$ cat src/rtl/wishbone_peri_fifo_if.sv
// Wishbone B4 pipelined slave bus bundle for the peripheral FIFO block.
interface wishbone_peri_fifo_if;
  logic       wb_cyc;
  logic       wb_stb;
  logic       wb_we;
  logic [1:0] wb_adr;
  logic [7:0] wb_dat_w;
  logic [7:0] wb_dat_r;
  logic       wb_ack;
  logic       wb_stall;

  modport master (
    output wb_cyc, wb_stb, wb_we, wb_adr, wb_dat_w,
    input  wb_dat_r, wb_ack, wb_stall
  );

  modport slave (
    input  wb_cyc, wb_stb, wb_we, wb_adr, wb_dat_w,
    output wb_dat_r, wb_ack, wb_stall
  );
endinterface

$ cat src/rtl/wishbone_peri_fifo.sv
// Wishbone peripheral with a TX byte FIFO (bus -> stream) and an RX byte FIFO (stream -> bus).
// Optional interrupt output enabled by defining WISHBONE_PERI_FIFO_IRQ_EN.
module wishbone_peri_fifo #(
  parameter int DEPTH_LOG2 = 3  // legal range 1..3 so counts fit the 4-bit COUNT fields
) (
  input  logic                    clk,
  input  logic                    rst,
  wishbone_peri_fifo_if.slave     wb,
  output logic [7:0]              tx_data,
  output logic                    tx_valid,
  input  logic                    tx_ready,
  input  logic [7:0]              rx_data,
  input  logic                    rx_valid,
  output logic                    rx_ready
`ifdef WISHBONE_PERI_FIFO_IRQ_EN
  ,
  output logic                    irq
`endif
);

  localparam int DEPTH = 2 ** DEPTH_LOG2;
  localparam int CW    = DEPTH_LOG2 + 1;

  localparam logic [1:0] ADR_DATA   = 2'd0;
  localparam logic [1:0] ADR_STATUS = 2'd1;
  localparam logic [1:0] ADR_CTRL   = 2'd2;
  localparam logic [1:0] ADR_COUNT  = 2'd3;

  localparam logic [DEPTH_LOG2-1:0] PTR_ONE  = DEPTH_LOG2'(1);
  localparam logic [CW-1:0]         CNT_ONE  = CW'(1);
  localparam logic [CW-1:0]         CNT_FULL = CW'(DEPTH);

  logic [7:0]            tx_mem [DEPTH];
  logic [7:0]            rx_mem [DEPTH];

  logic [DEPTH_LOG2-1:0] tx_wr_ptr_reg, tx_wr_ptr_next;
  logic [DEPTH_LOG2-1:0] tx_rd_ptr_reg, tx_rd_ptr_next;
  logic [CW-1:0]         tx_count_reg,  tx_count_next;
  logic [DEPTH_LOG2-1:0] rx_wr_ptr_reg, rx_wr_ptr_next;
  logic [DEPTH_LOG2-1:0] rx_rd_ptr_reg, rx_rd_ptr_next;
  logic [CW-1:0]         rx_count_reg,  rx_count_next;
  logic                  ovf_reg, ovf_next;
  logic                  unf_reg, unf_next;
  logic                  ack_reg;
  logic [7:0]            dat_r_reg, dat_r_next;

  logic       req, wr_req, rd_req;
  logic       tx_full, tx_empty, rx_full, rx_empty;
  logic       tx_push_req, tx_push, tx_pop;
  logic       rx_pop_req, rx_pop, rx_push;
  logic       ctrl_wr, flush_tx, flush_rx, clr_flags;
  logic       ovf_set, unf_set;
  logic [DEPTH-1:0] tx_we, rx_we;

  // Request decode: every cycle with cyc&stb is one complete request.
  assign req      = wb.wb_cyc & wb.wb_stb;
  assign wr_req   = req & wb.wb_we;
  assign rd_req   = req & ~wb.wb_we;

  assign tx_full  = (tx_count_reg == CNT_FULL);
  assign tx_empty = (tx_count_reg == '0);
  assign rx_full  = (rx_count_reg == CNT_FULL);
  assign rx_empty = (rx_count_reg == '0);

  assign tx_valid = ~tx_empty;
  assign rx_ready = ~rx_full;
  assign tx_data  = tx_valid ? tx_mem[tx_rd_ptr_reg] : 8'h00;

  assign tx_pop      = tx_valid & tx_ready;
  assign tx_push_req = wr_req & (wb.wb_adr == ADR_DATA);
  // A full TX FIFO still takes a byte when the head leaves in the same cycle.
  assign tx_push     = tx_push_req & (~tx_full | tx_pop);
  assign ovf_set     = tx_push_req & tx_full & ~tx_pop;

  assign rx_push     = rx_valid & rx_ready;
  assign rx_pop_req  = rd_req & (wb.wb_adr == ADR_DATA);
  assign rx_pop      = rx_pop_req & ~rx_empty;
  assign unf_set     = rx_pop_req & rx_empty;

  assign ctrl_wr     = wr_req & (wb.wb_adr == ADR_CTRL);
  assign flush_tx    = ctrl_wr & wb.wb_dat_w[0];
  assign flush_rx    = ctrl_wr & wb.wb_dat_w[1];
  assign clr_flags   = ctrl_wr & wb.wb_dat_w[2];

  assign wb.wb_stall = 1'b0;
  assign wb.wb_ack   = ack_reg;
  assign wb.wb_dat_r = dat_r_reg;

  genvar gi;
  generate
    for (gi = 0; gi < DEPTH; gi++) begin : g_we
      assign tx_we[gi] = tx_push & ~flush_tx & (tx_wr_ptr_reg == DEPTH_LOG2'(gi));
      assign rx_we[gi] = rx_push & ~flush_rx & (rx_wr_ptr_reg == DEPTH_LOG2'(gi));
    end
  endgenerate

  always_ff @(posedge clk) begin
    for (int i = 0; i < DEPTH; i++) begin
      if (tx_we[i]) tx_mem[i] <= wb.wb_dat_w;
      if (rx_we[i]) rx_mem[i] <= rx_data;
    end
  end

  // Flush wins over any push/pop landing on the same FIFO.
  always_comb begin
    tx_wr_ptr_next = tx_wr_ptr_reg;
    tx_rd_ptr_next = tx_rd_ptr_reg;
    tx_count_next  = tx_count_reg;
    if (flush_tx) begin
      tx_wr_ptr_next = '0;
      tx_rd_ptr_next = '0;
      tx_count_next  = '0;
    end else begin
      if (tx_push) tx_wr_ptr_next = tx_wr_ptr_reg + PTR_ONE;
      if (tx_pop)  tx_rd_ptr_next = tx_rd_ptr_reg + PTR_ONE;
      if (tx_push && !tx_pop)      tx_count_next = tx_count_reg + CNT_ONE;
      else if (!tx_push && tx_pop) tx_count_next = tx_count_reg - CNT_ONE;
    end
  end

  always_comb begin
    rx_wr_ptr_next = rx_wr_ptr_reg;
    rx_rd_ptr_next = rx_rd_ptr_reg;
    rx_count_next  = rx_count_reg;
    if (flush_rx) begin
      rx_wr_ptr_next = '0;
      rx_rd_ptr_next = '0;
      rx_count_next  = '0;
    end else begin
      if (rx_push) rx_wr_ptr_next = rx_wr_ptr_reg + PTR_ONE;
      if (rx_pop)  rx_rd_ptr_next = rx_rd_ptr_reg + PTR_ONE;
      if (rx_push && !rx_pop)      rx_count_next = rx_count_reg + CNT_ONE;
      else if (!rx_push && rx_pop) rx_count_next = rx_count_reg - CNT_ONE;
    end
  end

  always_comb begin
    ovf_next   = (ovf_reg & ~clr_flags) | ovf_set;
    unf_next   = (unf_reg & ~clr_flags) | unf_set;
    dat_r_next = 8'h00;
    if (rd_req) begin
      case (wb.wb_adr)
        ADR_DATA:   dat_r_next = rx_empty ? 8'h00 : rx_mem[rx_rd_ptr_reg];
        ADR_STATUS: dat_r_next = {2'b00, unf_reg, ovf_reg, rx_empty, rx_full, tx_empty, tx_full};
        ADR_CTRL:   dat_r_next = 8'h00;
        ADR_COUNT:  dat_r_next = {4'(rx_count_reg), 4'(tx_count_reg)};
        default:    dat_r_next = 8'h00;
      endcase
    end
  end

  always_ff @(posedge clk) begin
    if (rst) begin
      tx_wr_ptr_reg <= '0;
      tx_rd_ptr_reg <= '0;
      tx_count_reg  <= '0;
      rx_wr_ptr_reg <= '0;
      rx_rd_ptr_reg <= '0;
      rx_count_reg  <= '0;
      ovf_reg       <= 1'b0;
      unf_reg       <= 1'b0;
      ack_reg       <= 1'b0;
      dat_r_reg     <= 8'h00;
    end else begin
      tx_wr_ptr_reg <= tx_wr_ptr_next;
      tx_rd_ptr_reg <= tx_rd_ptr_next;
      tx_count_reg  <= tx_count_next;
      rx_wr_ptr_reg <= rx_wr_ptr_next;
      rx_rd_ptr_reg <= rx_rd_ptr_next;
      rx_count_reg  <= rx_count_next;
      ovf_reg       <= ovf_next;
      unf_reg       <= unf_next;
      ack_reg       <= req;
      dat_r_reg     <= dat_r_next;
    end
  end

`ifdef WISHBONE_PERI_FIFO_IRQ_EN
  logic irq_reg;

  // Built from next-state values so irq tracks the flags and RX count without extra lag.
  always_ff @(posedge clk) begin
    if (rst) irq_reg <= 1'b0;
    else     irq_reg <= (rx_count_next != '0) | ovf_next | unf_next;
  end

  assign irq = irq_reg;
`endif

endmodule

$ cat src/flat_wrapper.sv
// flat-port wrapper written by rule: the top's interface ports become plain ports
module wishbone_peri_fifo_flat 
#(
  parameter int DEPTH_LOG2 = 3                                                          
)
  (clk, rst, tx_data, tx_valid, tx_ready, rx_data, rx_valid, rx_ready, wb_wb_cyc, wb_wb_stb, wb_wb_we, wb_wb_adr, wb_wb_dat_w, wb_wb_dat_r, wb_wb_ack, wb_wb_stall);
  wishbone_peri_fifo_if wb_i ();
  input  logic clk;
  input  logic rst;
  output logic [7:0] tx_data;
  output logic tx_valid;
  input  logic tx_ready;
  input  logic [7:0] rx_data;
  input  logic rx_valid;
  output logic rx_ready;
  input wire logic [$bits(wb_i.wb_cyc)-1:0] wb_wb_cyc;
  input wire logic [$bits(wb_i.wb_stb)-1:0] wb_wb_stb;
  input wire logic [$bits(wb_i.wb_we)-1:0] wb_wb_we;
  input wire logic [$bits(wb_i.wb_adr)-1:0] wb_wb_adr;
  input wire logic [$bits(wb_i.wb_dat_w)-1:0] wb_wb_dat_w;
  output wire logic [$bits(wb_i.wb_dat_r)-1:0] wb_wb_dat_r;
  output wire logic [$bits(wb_i.wb_ack)-1:0] wb_wb_ack;
  output wire logic [$bits(wb_i.wb_stall)-1:0] wb_wb_stall;
  assign wb_i.wb_cyc = wb_wb_cyc;
  assign wb_i.wb_stb = wb_wb_stb;
  assign wb_i.wb_we = wb_wb_we;
  assign wb_i.wb_adr = wb_wb_adr;
  assign wb_i.wb_dat_w = wb_wb_dat_w;
  assign wb_wb_dat_r = wb_i.wb_dat_r;
  assign wb_wb_ack = wb_i.wb_ack;
  assign wb_wb_stall = wb_i.wb_stall;
  wishbone_peri_fifo #(.DEPTH_LOG2(DEPTH_LOG2)) u_core (.clk(clk), .rst(rst), .wb(wb_i), .tx_data(tx_data), .tx_valid(tx_valid), .tx_ready(tx_ready), .rx_data(rx_data), .rx_valid(rx_valid), .rx_ready(rx_ready));
endmodule
$ cat config.mk
export PLATFORM = sky130hd
export DESIGN_NAME = wishbone_peri_fifo_flat
export DESIGN_NICKNAME = d
export VERILOG_FILES = /design/src/rtl/wishbone_peri_fifo_if.sv /design/src/rtl/wishbone_peri_fifo.sv /design/src/flat_wrapper.sv
export SDC_FILE = /design/constraint.sdc
export NUM_CORES = 1
export LEC_CHECK = 0
export ABC_AREA = 1
export CORE_MARGIN = 2
export CORE_UTILIZATION = 49
export DETAILED_ROUTE_END_ITERATION = 10
export PLACE_DENSITY = 0.68
export SKIP_CTS_REPAIR_TIMING = 1
export SLEW_MARGIN = 25
export SYNTH_ARGS = -nofsm -noshare
export SYNTH_HDL_FRONTEND = slang
export SYNTH_SLANG_ARGS = --single-unit
$ cat constraint.sdc
create_clock -name clk -period 2.7 [get_ports clk]
set_clock_uncertainty 0.1 [all_clocks]
set_input_delay 0.54 -clock clk [delete_from_list [all_inputs] [get_ports clk]]
set_output_delay 0.54 -clock clk [all_outputs]
set_load 0.02 [all_outputs]
-- Yosys cells after proc, flatten, opt, wreduce, memory -nomap -nowiden
Memories as Yosys holds them, arrays and structs flattened. A register that Yosys moved wholly into a read port is not among the register bits.
Cells that the tools add are included.
- memories: 2
- bits in registers: 31
- output and inout bits: 20
- logic and storage cells: 205
- bits of input ports: 25
- RAM bits: 128
- bitwise operators: 49
- muxes and demuxes: 85
- reduce and logical (&&, ||, !) cells: 32
- equality and inequality tests: 19
- add/subtract/negate cells: 8
- memories (memory ; words ; bits a word ; rd ports ; clocked after Yosys merged registers in ; write ports ; RTL line ; source):
    u_core.rx_mem ; 8 ; 8 ; 1 ; 1 ; 1 ; wishbone_peri_fifo.sv:34 ; logic [7:0] rx_mem [DEPTH];
    u_core.tx_mem ; 8 ; 8 ; 1 ; 1 ; 1 ; wishbone_peri_fifo.sv:33 ; logic [7:0] tx_mem [DEPTH];
- operators by type and width (kind ; count):
    $mux 8 ; 16
    $reduce_or 8->1 ; 14
    $mux 3 ; 18
    $mux 1 ; 46
    $and 1x1->1 ; 36
    $pmux 8 s4 ; 1
    $eq 3x3->1 const B ; 8
    $mux 4 ; 4
    $add 3x1->3 const B ; 4
    $eq 3x2->1 const B ; 4
    $not 1->1 ; 10
    $add 4x1->4 const B ; 2
    $eq 4x4->1 const B ; 2
    $logic_not 4->1 ; 2
    $sub 4x1->4 const B ; 2
    $eq 3x1->1 const B ; 2
    $logic_not 3->1 ; 2
    $reduce_or 2->1 ; 3
    $eq 2x2->1 const B ; 2
    $logic_and 1x1->1 ; 4
    $logic_not 1->1 ; 4
    $reduce_bool 2->1 ; 2
    $or 1x1->1 ; 3
    $eq 2x1->1 const B ; 1
    $logic_not 2->1 ; 1

-- Longest topological paths before layout
Gate-level depths: netlist of the first run.
- word-level depth: 17
- gate-level depth with buffers: 15

-- Worst setup path after synthesis of the first run
OpenSTA, ideal clock, no wires.
- kind: input-to-reg
- from: input port wb_wb_cyc
- to: register u_core.tx_count_reg[3]
- stages: 15
- buffers on the path: 0
- arrival time: 2032 ps
- path slack: 452 ps
- path through: nand2_1 -> inv_1 -> nand2_1 -> nor2_4 -> nand2_2 -> inv_1 -> ha_1 -> inv_1 -> ha_1 -> a21oi_1 -> nand2_1 -> o21ai_0 -> nand2_1 -> nand2_1 -> a21oi_1
- cells in the longest elaborated chain, start to end: 7
- elaborated cells between the ends (all ways): 12
- RTL lines (element ; RTL line ; source):
    from (decl) ; flat_wrapper.sv:16 ; input wire logic [$bits(wb_i.wb_cyc)-1:0] wb_wb_cyc;
    $and 1x1->1 * ; wishbone_peri_fifo.sv:56 ; assign req = wb.wb_cyc & wb.wb_stb;
    $and 1x1->1 * ; wishbone_peri_fifo.sv:57 ; assign wr_req = req & wb.wb_we;
    $and 1x1->1 * ; wishbone_peri_fifo.sv:70 ; assign tx_push_req = wr_req & (wb.wb_adr == ADR_DATA);
    $and 1x1->1 * ; wishbone_peri_fifo.sv:72 ; assign tx_push = tx_push_req & (~tx_full | tx_pop);
    net u_core.tx_push ; wishbone_peri_fifo.sv:49 ; logic tx_push_req, tx_push, tx_pop;
    $logic_not 1->1 ; wishbone_peri_fifo.sv:117 ; else if (!tx_push && tx_pop) tx_count_next = tx_count_reg - CNT_ONE;
    $logic_and 1x1->1 ; wishbone_peri_fifo.sv:117 ;
    $reduce_bool 2->1 (no source line) ; n/a ;
    to (signal assigned) ; wishbone_peri_fifo.sv:167 ; tx_count_reg <= tx_count_next;
    to (decl) ; wishbone_peri_fifo.sv:38 ; logic [CW-1:0] tx_count_reg, tx_count_next;
The timed path passes the listed nets; every way through them passes the cells marked *.
A chain may end at the register's enable or synchronous reset.

-- Final worst setup path of the first run
- from: register u_core.tx_count_reg[0]
- to: output port tx_valid
- cells in the longest elaborated chain, start to end: 2
- RTL lines (element ; RTL line ; source):
    $logic_not 4->1 ; wishbone_peri_fifo.sv:61 ; assign tx_empty = (tx_count_reg == '0);
    $not 1->1 ; wishbone_peri_fifo.sv:65 ; assign tx_valid = ~tx_empty;
    to (decl) ; flat_wrapper.sv:11 ; output logic tx_valid;
No other way between the ends.

==> metrics.txt, run 1 <==
TritonCTS Buffers 17; Largest delay share family, worst path buffers and inverters; sequential-to-total area share from yosys stat 63.5%; total gr overflow 0; ys flop type edfxtp_1; Antenna Nets Post-Route 0; most numerous cell in the Yosys netlist nand2_1; ys async rst share 0%; via count 5170; Tcrit/Tclk final 93.1%; actual slew at the worst max-slew pin 0.563 ns; Worst-Skew Late Latency 0.42 ns; RSZ-0062 raised after global routing false; reg-to-reg startpoint u_core.tx_count_reg[0]; Critical Path Start Type flop; final RePlAce weighted congestion 0.780; drc violations 0; Initial Utilization 49.9%; WP data arrival 1.87 ns; run status completed; largest net degree at the start of global routing 33; first-pass GRT wire length 25600 µm; Power per Cell Area 798 nW/µm²; fmax 398 MHz; clk root buf clkbuf_16; CTS tree yes; slowest stage cell, crit path clkdlybuf4s50_1; Rel. slew slack 62.4%; CP Data Required Time 2.06 ns; Synth Cell Area 7220 µm²; Max Slew Vio Count 0; FP Rows 44; initial antenna violation count 0; count of cell types in the netlist 30; via/cell ratio 5.25; VDD IR-drop max 441 µV; core footprint 14500 µm²; # diodes 0; #FFs+latches synth 165; top post-synthesis cells by area edfxtp_1 53%, dfxtp_1 10%, nand2_1 6.8%; Avg Cell Area, Syn 10.2 µm²; critical path capture point tx_valid; WHS Path Cells 2; largest area contributor in the netlist edfxtp_1; share of cells above drive strength 1 12.1%; clk buf depth 2; Final WS setup 0.185 ns; syn_nets 758; Clock H-tree levels 4; Cell Chain, Critical Path nor2_2 > nand3_4 > clkdlybuf4s50_1; routed length per instance 16.1 µm; Hold/Removal Path Class reg2reg; fin nets 835; critical-path maximum fanout 13; Die Width 125 µm; R2R Setup Slk 0.26 ns; drt first pass iters 6; 1st-iter DRT viols 406; EDFF count, synth 128; DP Wirelength 10400 µm; Register-to-Register Path Depth 12; GRT Util Overall 20.9%; top-area cell type share of the netlist area 53.3%; num ports 45; Gate Count Post-Synth 711; cell leakage power 3.55 nW; max_cap viols 0; Commonest cells post-synth 130 x nand2_1, 128 x edfxtp_1, 88 x inv_1; Worst Setup SP u_core.tx_count_reg[0]; full die area 15700 µm²; worst path bufs/invs 1; Setup crit end kind output pin; Setup-failing EPs final 0; Final Hold Viols 0; YS warnings 0; Total Wirelength 15900 µm; # clock sinks 165; Final min period 2.51 ns; synth-to-layout area growth 19.8%; CTS clock-pin slew for the worst setup and hold paths 0.06 ns; RR Endpoint u_core.tx_count_reg[3]; Die H 125 µm; Setup TNS 0 ns; max incr delay on CP 0.61 ns; Crit Path Class reg2out; port bufs 43; WP depth 3; Worst Setup Slack post-DPL -0.176 ns; vias in the first global route 5118
kinds of logic (layout without fill, tap and decap cells):
| kind of cell | Yosys count | in the layout | share of synthesized area (%) |
|---|---|---|---|
| AND/OR/NAND/NOR | 306 | 306 | 18.3 |
| AO/OA/AOI/OAI | 91 | 91 | 6.43 |
| flip-flops | 165 | 165 | 63.5 |
| buffers and inverters | 119 | 209 | 6.88 |
| XOR/XNOR | 7 | 7 | 0.849 |
| other | 1 | 1 | 0.0520 |
| adder cells (fa/ha/maj) | 22 | 22 | 4.02 |
layout by cell type, fill, tap and decap left out, types with 19 or more instances in the layout:
cell / instances
dfxtp_1: 36
o21ai_0: 53
buf_4: 39
inv_1: 88
nand3_1: 59
ha_1: 20
edfxtp_1: 128
nor2_1: 85
clkdlybuf4s50_1: 35
a21oi_1: 30
nand2_1: 130
clkbuf_16: 19
stage by stage:
step | instance area [µm²] | instances | hold WS [ns] | util (%) | total power, mW
6_report | 8650 | 985 | 0.372 | 59.7 | 6.90
5_1_grt | 8650 | 985 | 0.397 | 59.7 | 7.25
4_1_cts | 8620 | 985 | 0.369 | 59.5 | 6.92
3_5_place_dp | 8050 | 953 | 0.361 | 55.6 | 4.64
3_3_place_gp | 8050 | 953 | 0.357 | 55.6 | 4.58
2_1_floorplan | 7220 | 711 | 0.333 | - | 4.01
worst register-to-register path, cell delays in order (launching register included):
cell and delay, ns:
dfxtp_1 0.38, nor2_2 0.23, nand3_4 0.23, nand2_1 0.18, ha_1 0.19, inv_1 0.10, ha_1 0.34, a21oi_1 0.22
nand2_1 0.08, o21ai_0 0.08, nand2_1 0.07, nand2_1 0.06, a21oi_1 0.05
layer usage:
layer	wire (µm)	track usage, %	up-vias
met5	0	0	-
li1	-	-	2507
met2	8210	36.9	157
met3	798	4.41	25
met1	6600	25.6	2481
met4	266	7.25	0
layout make-up:
class / instances / area [µm²]
fillers: 1162 / 5830
multi-input cells: 427 / 2140
well taps: 184 / 230
repair buffers: 83 / 763
inverters: 94 / 353
clock inverters: 9 / 62.6
flip-flops and latches: 165 / 4590
clock buffers: 23 / 510
worst min path at each step:
stage	start	end	slack [ns]
after floorplan	u_core.ovf_reg	u_core.ovf_reg	0.33
after global placement	u_core.unf_reg	u_core.unf_reg	0.36
after detailed placement	u_core.ovf_reg	u_core.ovf_reg	0.36
after CTS	u_core.unf_reg	u_core.unf_reg	0.37
after global routing	u_core.unf_reg	u_core.unf_reg	0.40
final	u_core.unf_reg	u_core.unf_reg	0.37
power breakdown:
part           internal (mW)  leakage, nW  switching [mW]  total [mW]
clock                   1.34        0.281           0.974        2.31
combinational          0.647         1.81           0.994        1.64
sequential              2.85         1.46          0.0979        2.95
total                   4.84         3.55            2.07        6.90
Note: power is estimated with default switching activity, not from simulation.
==> run 2: changes to the inputs <==
--- a/config.mk
+++ b/config.mk
@@ -9,6 +9,7 @@
 export CORE_MARGIN = 2
 export CORE_UTILIZATION = 49
 export DETAILED_ROUTE_END_ITERATION = 10
+export GPL_TIMING_DRIVEN = 0
 export PLACE_DENSITY = 0.68
 export SKIP_CTS_REPAIR_TIMING = 1
 export SLEW_MARGIN = 25
==> constraint.sdc (replaced) <==
create_clock -name clk -period 2.7 [get_ports clk]
set_clock_uncertainty 0.1 [all_clocks]
set_input_delay 0.54 -clock clk [delete_from_list [all_inputs] [get_ports clk]]
set_output_delay 0.54 -clock clk [all_outputs]
set_load 0.01 [all_outputs]
==> metrics.txt, run 2 (synthesis gave the netlist of run 1 again) <==
fmax 399 MHz (was 398 MHz); VDD IR-drop max 384 µV (was 441 µV); CTS tree yes (unchanged); Die H 125 µm (unchanged); routed length per instance 16.5 µm (was 16.1 µm); num ports 45 (unchanged); critical-path maximum fanout 8 (was 13); Critical Path Start Type primary input (was flop); # clock sinks 165 (unchanged); Tcrit/Tclk final 92.8% (was 93.1%); run status completed (unchanged); drt first pass iters 6 (unchanged); CTS clock-pin slew for the worst setup and hold paths 0.06 ns (about the same); most frequent cells in the layout 129 x nand2_1, 128 x edfxtp_1, 87 x inv_1, 84 x nor2_1, 59 x nand3_1 (was 130 x nand2_1, 128 x edfxtp_1, 88 x inv_1, 85 x nor2_1, 59 x nand3_1); Crit Path Class in2reg (was reg2out); Worst-Skew Late Latency 0.43 ns (was 0.42 ns); max_cap viols 0 (unchanged); largest net degree at the start of global routing 17 (was 33); Hold/Removal Path Class reg2reg (unchanged); share of cells above drive strength 1 12.7% (was 12.1%); Clock H-tree levels 4 (unchanged); Antenna Nets Post-Route 0 (unchanged); WP data arrival 2.45 ns (was 1.87 ns); core footprint 14500 µm² (unchanged); GRT Util Overall 21.1% (was 20.9%); internal power 5.14 mW (was 4.84 mW); fin nets 820 (was 835); Non-Filler Instances 969 (was 985); Largest delay share family, worst path simple AND/OR/NAND/NOR gates (was buffers and inverters); worst path bufs/invs 3 (was 1); most common cell after layout, fill and taps aside nand2_1 (unchanged); Setup crit end kind flop (was output pin); CP Data Required Time 2.64 ns (was 2.06 ns); FP Rows 44 (unchanged); total gr overflow 0 (unchanged); final RePlAce weighted congestion 0.825 (was 0.780); part of the power in registers 41.4% (was 42.7%); TritonCTS Buffers 17 (unchanged); actual slew at the worst max-slew pin 1.02 ns (was 0.563 ns); 1st-iter DRT viols 428 (was 406); first-pass GRT wire length 25200 µm (was 25600 µm); Final Hold Viols 0 (unchanged); fill cell count 1173 (was 1162); logic gate share of total power 22.1% (was 23.8%); Setup-failing EPs final 0 (unchanged); via/cell ratio 5.26 (was 5.25); Rel. slew slack 31.8% (was 62.4%); slowest stage cell, crit path nor2_1 (was clkdlybuf4s50_1); Die Width 125 µm (unchanged); RSZ-0062 raised after global routing false (unchanged); Switching Share 28.0% (was 29.9%); cell leakage power 3.53 nW (was 3.55 nW); Pwr Total 7.14 mW (was 6.90 mW); via count 5093 (was 5170); Initial Utilization 49.9% (unchanged); DP Wirelength 10700 µm (was 10400 µm); drc violations 0 (unchanged); Max Slew Vio Count 0 (unchanged); placed cell count 940 (was 953); clk root buf clkbuf_16 (unchanged); Clock power frac 36.5% (was 33.5%); Power per Cell Area 822 nW/µm² (was 798 nW/µm²); synth-to-layout area growth 20.3% (was 19.8%); # diodes 0 (unchanged); Final min period 2.50 ns (was 2.51 ns); clk buf depth 2 (unchanged); max incr delay on CP 0.81 ns (was 0.61 ns); initial antenna violation count 0 (unchanged); Cell Chain, Critical Path clkdlybuf4s50_1 > nand2_2 > inv_1 > nand4_1 > inv_1 > nand2_1 > nand2_2 > nor2_1 (was nor2_2 > nand3_4 > clkdlybuf4s50_1); Total Wirelength 15900 µm (about the same); NetSw 2.00 mW (was 2.07 mW); port bufs 43 (unchanged); vias in the first global route 5058 (was 5118); full die area 15700 µm² (unchanged)
run 2: final cells by class:
class	count	area (µm²)	share of cell area [%]
flip-flops and latches	165	4590	52.9
multi-input cells	427	2230	25.7
repair buffers	45	468	5.39
clock buffers	20	437	5.03
inverters	94	353	4.06
well taps	184	230	2.65
clock inverters	11	198	2.28
plain buffers	23	176	2.03
run 2: final timing paths:
check / from / end / slack (ns) / depth (start not counted)
worst max-delay path: wb_wb_cyc / u_core.rx_mem[7][2] / 0.20 / 8
worst min-delay path: u_core.unf_reg / u_core.unf_reg / 0.37 / 2
worst max register to register: u_core.tx_count_reg[1] / u_core.tx_count_reg[2] / 0.32 / 10
worst min register to register: u_core.unf_reg / u_core.unf_reg / 0.37 / 2
run 2: worst register-to-register path: stages, from the launching register on:
cell     delay [ns]
dfxtp_1        0.36
nor2_2         0.15
nand3_2        0.30
nand2_1        0.27
ha_2           0.22
inv_2          0.07
fa_1           0.43
xnor2_1        0.14
nor2_1         0.05
a21oi_1        0.11
nor2_1         0.06
run 2: stage by stage:
step           util (%)  setup slack, ns  hold WS [ns]  instance area, µm²  TNS (ns)
3_3_place_gp       54.4           -0.694         0.356                7880    -58.55
3_5_place_dp       54.9           -0.341         0.362                7950    -17.16
6_report           60.0            0.195         0.371                8680         0
4_1_cts            59.3           -0.340         0.372                8590     -2.25
2_1_floorplan         -            0.452         0.333                7220         0
5_1_grt            60.0           0.0240         0.401                8680         0
run 2: routing by layer:
| layer | routed length [µm] | track usage, % |
|---|---|---|
| met1 | 6740 | 25.7 |
| met2 | 8020 | 35.7 |
| met5 | 0 | 0 |
| met3 | 799 | 5.09 |
| met4 | 380 | 10.1 |
run 2: power groups by stage:
stage | clock [mW] | sequential (mW) | combinational, mW
floorplan | 0 | 2.97 | 0.953
detailed placement | 0 | 3.00 | 1.53
global placement | 0 | 2.99 | 1.47
global route | 2.72 | 2.97 | 1.75
CTS | 2.63 | 2.94 | 1.54
finish | 2.61 | 2.96 | 1.58
==> run 3: changes to the inputs <==
--- a/config.mk
+++ b/config.mk
@@ -12,7 +12,7 @@
 export GPL_TIMING_DRIVEN = 0
 export PLACE_DENSITY = 0.68
 export SKIP_CTS_REPAIR_TIMING = 1
-export SLEW_MARGIN = 25
+export SLEW_MARGIN = 20
 export SYNTH_ARGS = -nofsm -noshare
 export SYNTH_HDL_FRONTEND = slang
 export SYNTH_SLANG_ARGS = --single-unit
==> metrics.txt, run 3 (synthesis gave the netlist of run 1 again) <==
run status completed (unchanged); Power per Cell Area 792 nW/µm² (was 822 nW/µm²); CTS tree yes (unchanged); WHS Path Cells 2 (unchanged); WP data arrival 2.45 ns (about the same); num ports 45 (unchanged); most common cell after layout, fill and taps aside nand2_1 (unchanged); CTS clock-pin slew for the worst setup and hold paths 0.06 ns (about the same); Max Slew Vio Count 0 (unchanged); core footprint 14500 µm² (unchanged); multi-input logic area 2220 µm² (was 2230 µm²); largest net degree at the start of global routing 17 (unchanged); GR peak layer met2 (unchanged); Tcrit/Tclk final 92.9% (was 92.8%); drt first pass iters 5 (was 6); routed length per instance 16.5 µm (about the same); fill cell count 1199 (was 1173); fin nets 821 (was 820); first-pass GRT wire length 25200 µm (about the same); Final Hold Viols 0 (unchanged); fmax 399 MHz (about the same); VDD IR-drop max 444 µV (was 384 µV); Die Width 125 µm (unchanged); via/cell ratio 5.33 (was 5.26); port bufs 43 (unchanged); Final WS setup 0.192 ns (was 0.195 ns); Worst Setup Slack post-DPL -0.352 ns (was -0.341 ns); Hold/Removal Path Class reg2reg (unchanged); actual slew at the worst max-slew pin 1.01 ns (was 1.02 ns); critical-path maximum fanout 8 (unchanged); full die area 15700 µm² (unchanged); final RePlAce weighted congestion 0.825 (unchanged); Setup-failing EPs final 0 (unchanged); via count 5173 (was 5093); # diodes 0 (unchanged); placed cell count 940 (unchanged); vias in the first global route 5009 (was 5058); Die H 125 µm (unchanged); Register-to-Register Path Depth 12 (was 10); cell leakage power 3.49 nW (was 3.53 nW); Antenna Nets Post-Route 0 (unchanged); Clock H-tree levels 4 (unchanged); Crit Path Class in2reg (unchanged); Initial Utilization 49.9% (unchanged); clk root buf clkbuf_16 (unchanged); share of cells above drive strength 1 12.5% (was 12.7%); FP Rows 44 (unchanged); TritonCTS Buffers 17 (unchanged); most frequent cells in the layout 129 x nand2_1, 128 x edfxtp_1, 86 x inv_1, 85 x nor2_1, 59 x nand3_1 (was 129 x nand2_1, 128 x edfxtp_1, 87 x inv_1, 84 x nor2_1, 59 x nand3_1); met2 usage 35.2% (was 35.7%); Worst-Skew Late Latency 0.42 ns (was 0.43 ns); max_cap viols 0 (unchanged); synth-to-layout area growth 19.3% (was 20.3%); CP Data Required Time 2.64 ns (about the same); total gr overflow 0 (unchanged); Critical Path Start Type primary input (unchanged); clk buf depth 2 (unchanged); Non-Filler Instances 970 (was 969); met3 Use GR 4.15% (was 5.09%); DP Wirelength 10700 µm (about the same); # clock sinks 165 (unchanged); drc violations 0 (unchanged); Setup crit end kind flop (unchanged); Rel. slew slack 32.2% (was 31.8%); 1st-iter DRT viols 411 (was 428); met1 usage 26.6% (was 25.7%); Reg area 4590 µm² (unchanged); Total Wirelength 16000 µm (was 15900 µm); Final min period 2.51 ns (was 2.50 ns); GRT Util Overall 21.0% (was 21.1%); RSZ-0062 raised after global routing false (unchanged); initial antenna violation count 0 (unchanged); Setup TNS 0 ns (unchanged)
[run 3: through the flow]
step	instance area [µm²]	power (mW)	utilization [%]	hold WS, ns
2_1_floorplan	7220	3.93	-	0.333
3_5_place_dp	7950	4.53	54.9	0.363
6_report	8610	6.82	59.5	0.374
5_1_grt	8610	7.14	59.5	0.403
3_3_place_gp	7880	4.46	54.4	0.356
4_1_cts	8520	6.81	58.9	0.370
[run 3: area by class of cell]
cell class	instances	area share, %
Buffer	23	2.01
Clock buffer	22	5.51
Clock inverter	9	1.09
Inverter	94	4.10
Multi-Input combinational cell	427	25.8
Sequential cell	165	53.3
Tap cell	184	2.67
Timing Repair Buffer	46	5.52
[run 3: final timing paths]
kind | from | to | slack (ns)
hold / removal | u_core.unf_reg | u_core.unf_reg | 0.37
hold reg to reg | u_core.unf_reg | u_core.unf_reg | 0.37
setup / recovery | wb_wb_cyc | u_core.rx_mem[7][5] | 0.19
setup reg to reg | u_core.tx_count_reg[0] | u_core.tx_count_reg[3] | 0.33
[run 3: worst max-delay path, stage by stage]
cell and delay, ns:
clkdlybuf4s50_1 0.41, nand2_2 0.14, inv_1 0.07, nand4_1 0.07, inv_1 0.07, nand2_1 0.16, nand2_2 0.18, nor2_1 0.80
[run 3: layer usage]
metal,wire length [µm],up-vias,share of wire (%)
met2,7980,211,50
met1,6680,2455,42
met5,0,-,0
li1,-,2474,-
met3,995,33,6.2
met4,397,0,2.5
[run 3: power breakdown]
part | leakage, nW | total [mW] | switching, mW | internal (mW)
Combinational | 1.77 | 1.57 | 0.938 | 0.634
Clock | 0.262 | 2.29 | 0.950 | 1.34
Sequential | 1.46 | 2.95 | 0.0972 | 2.85
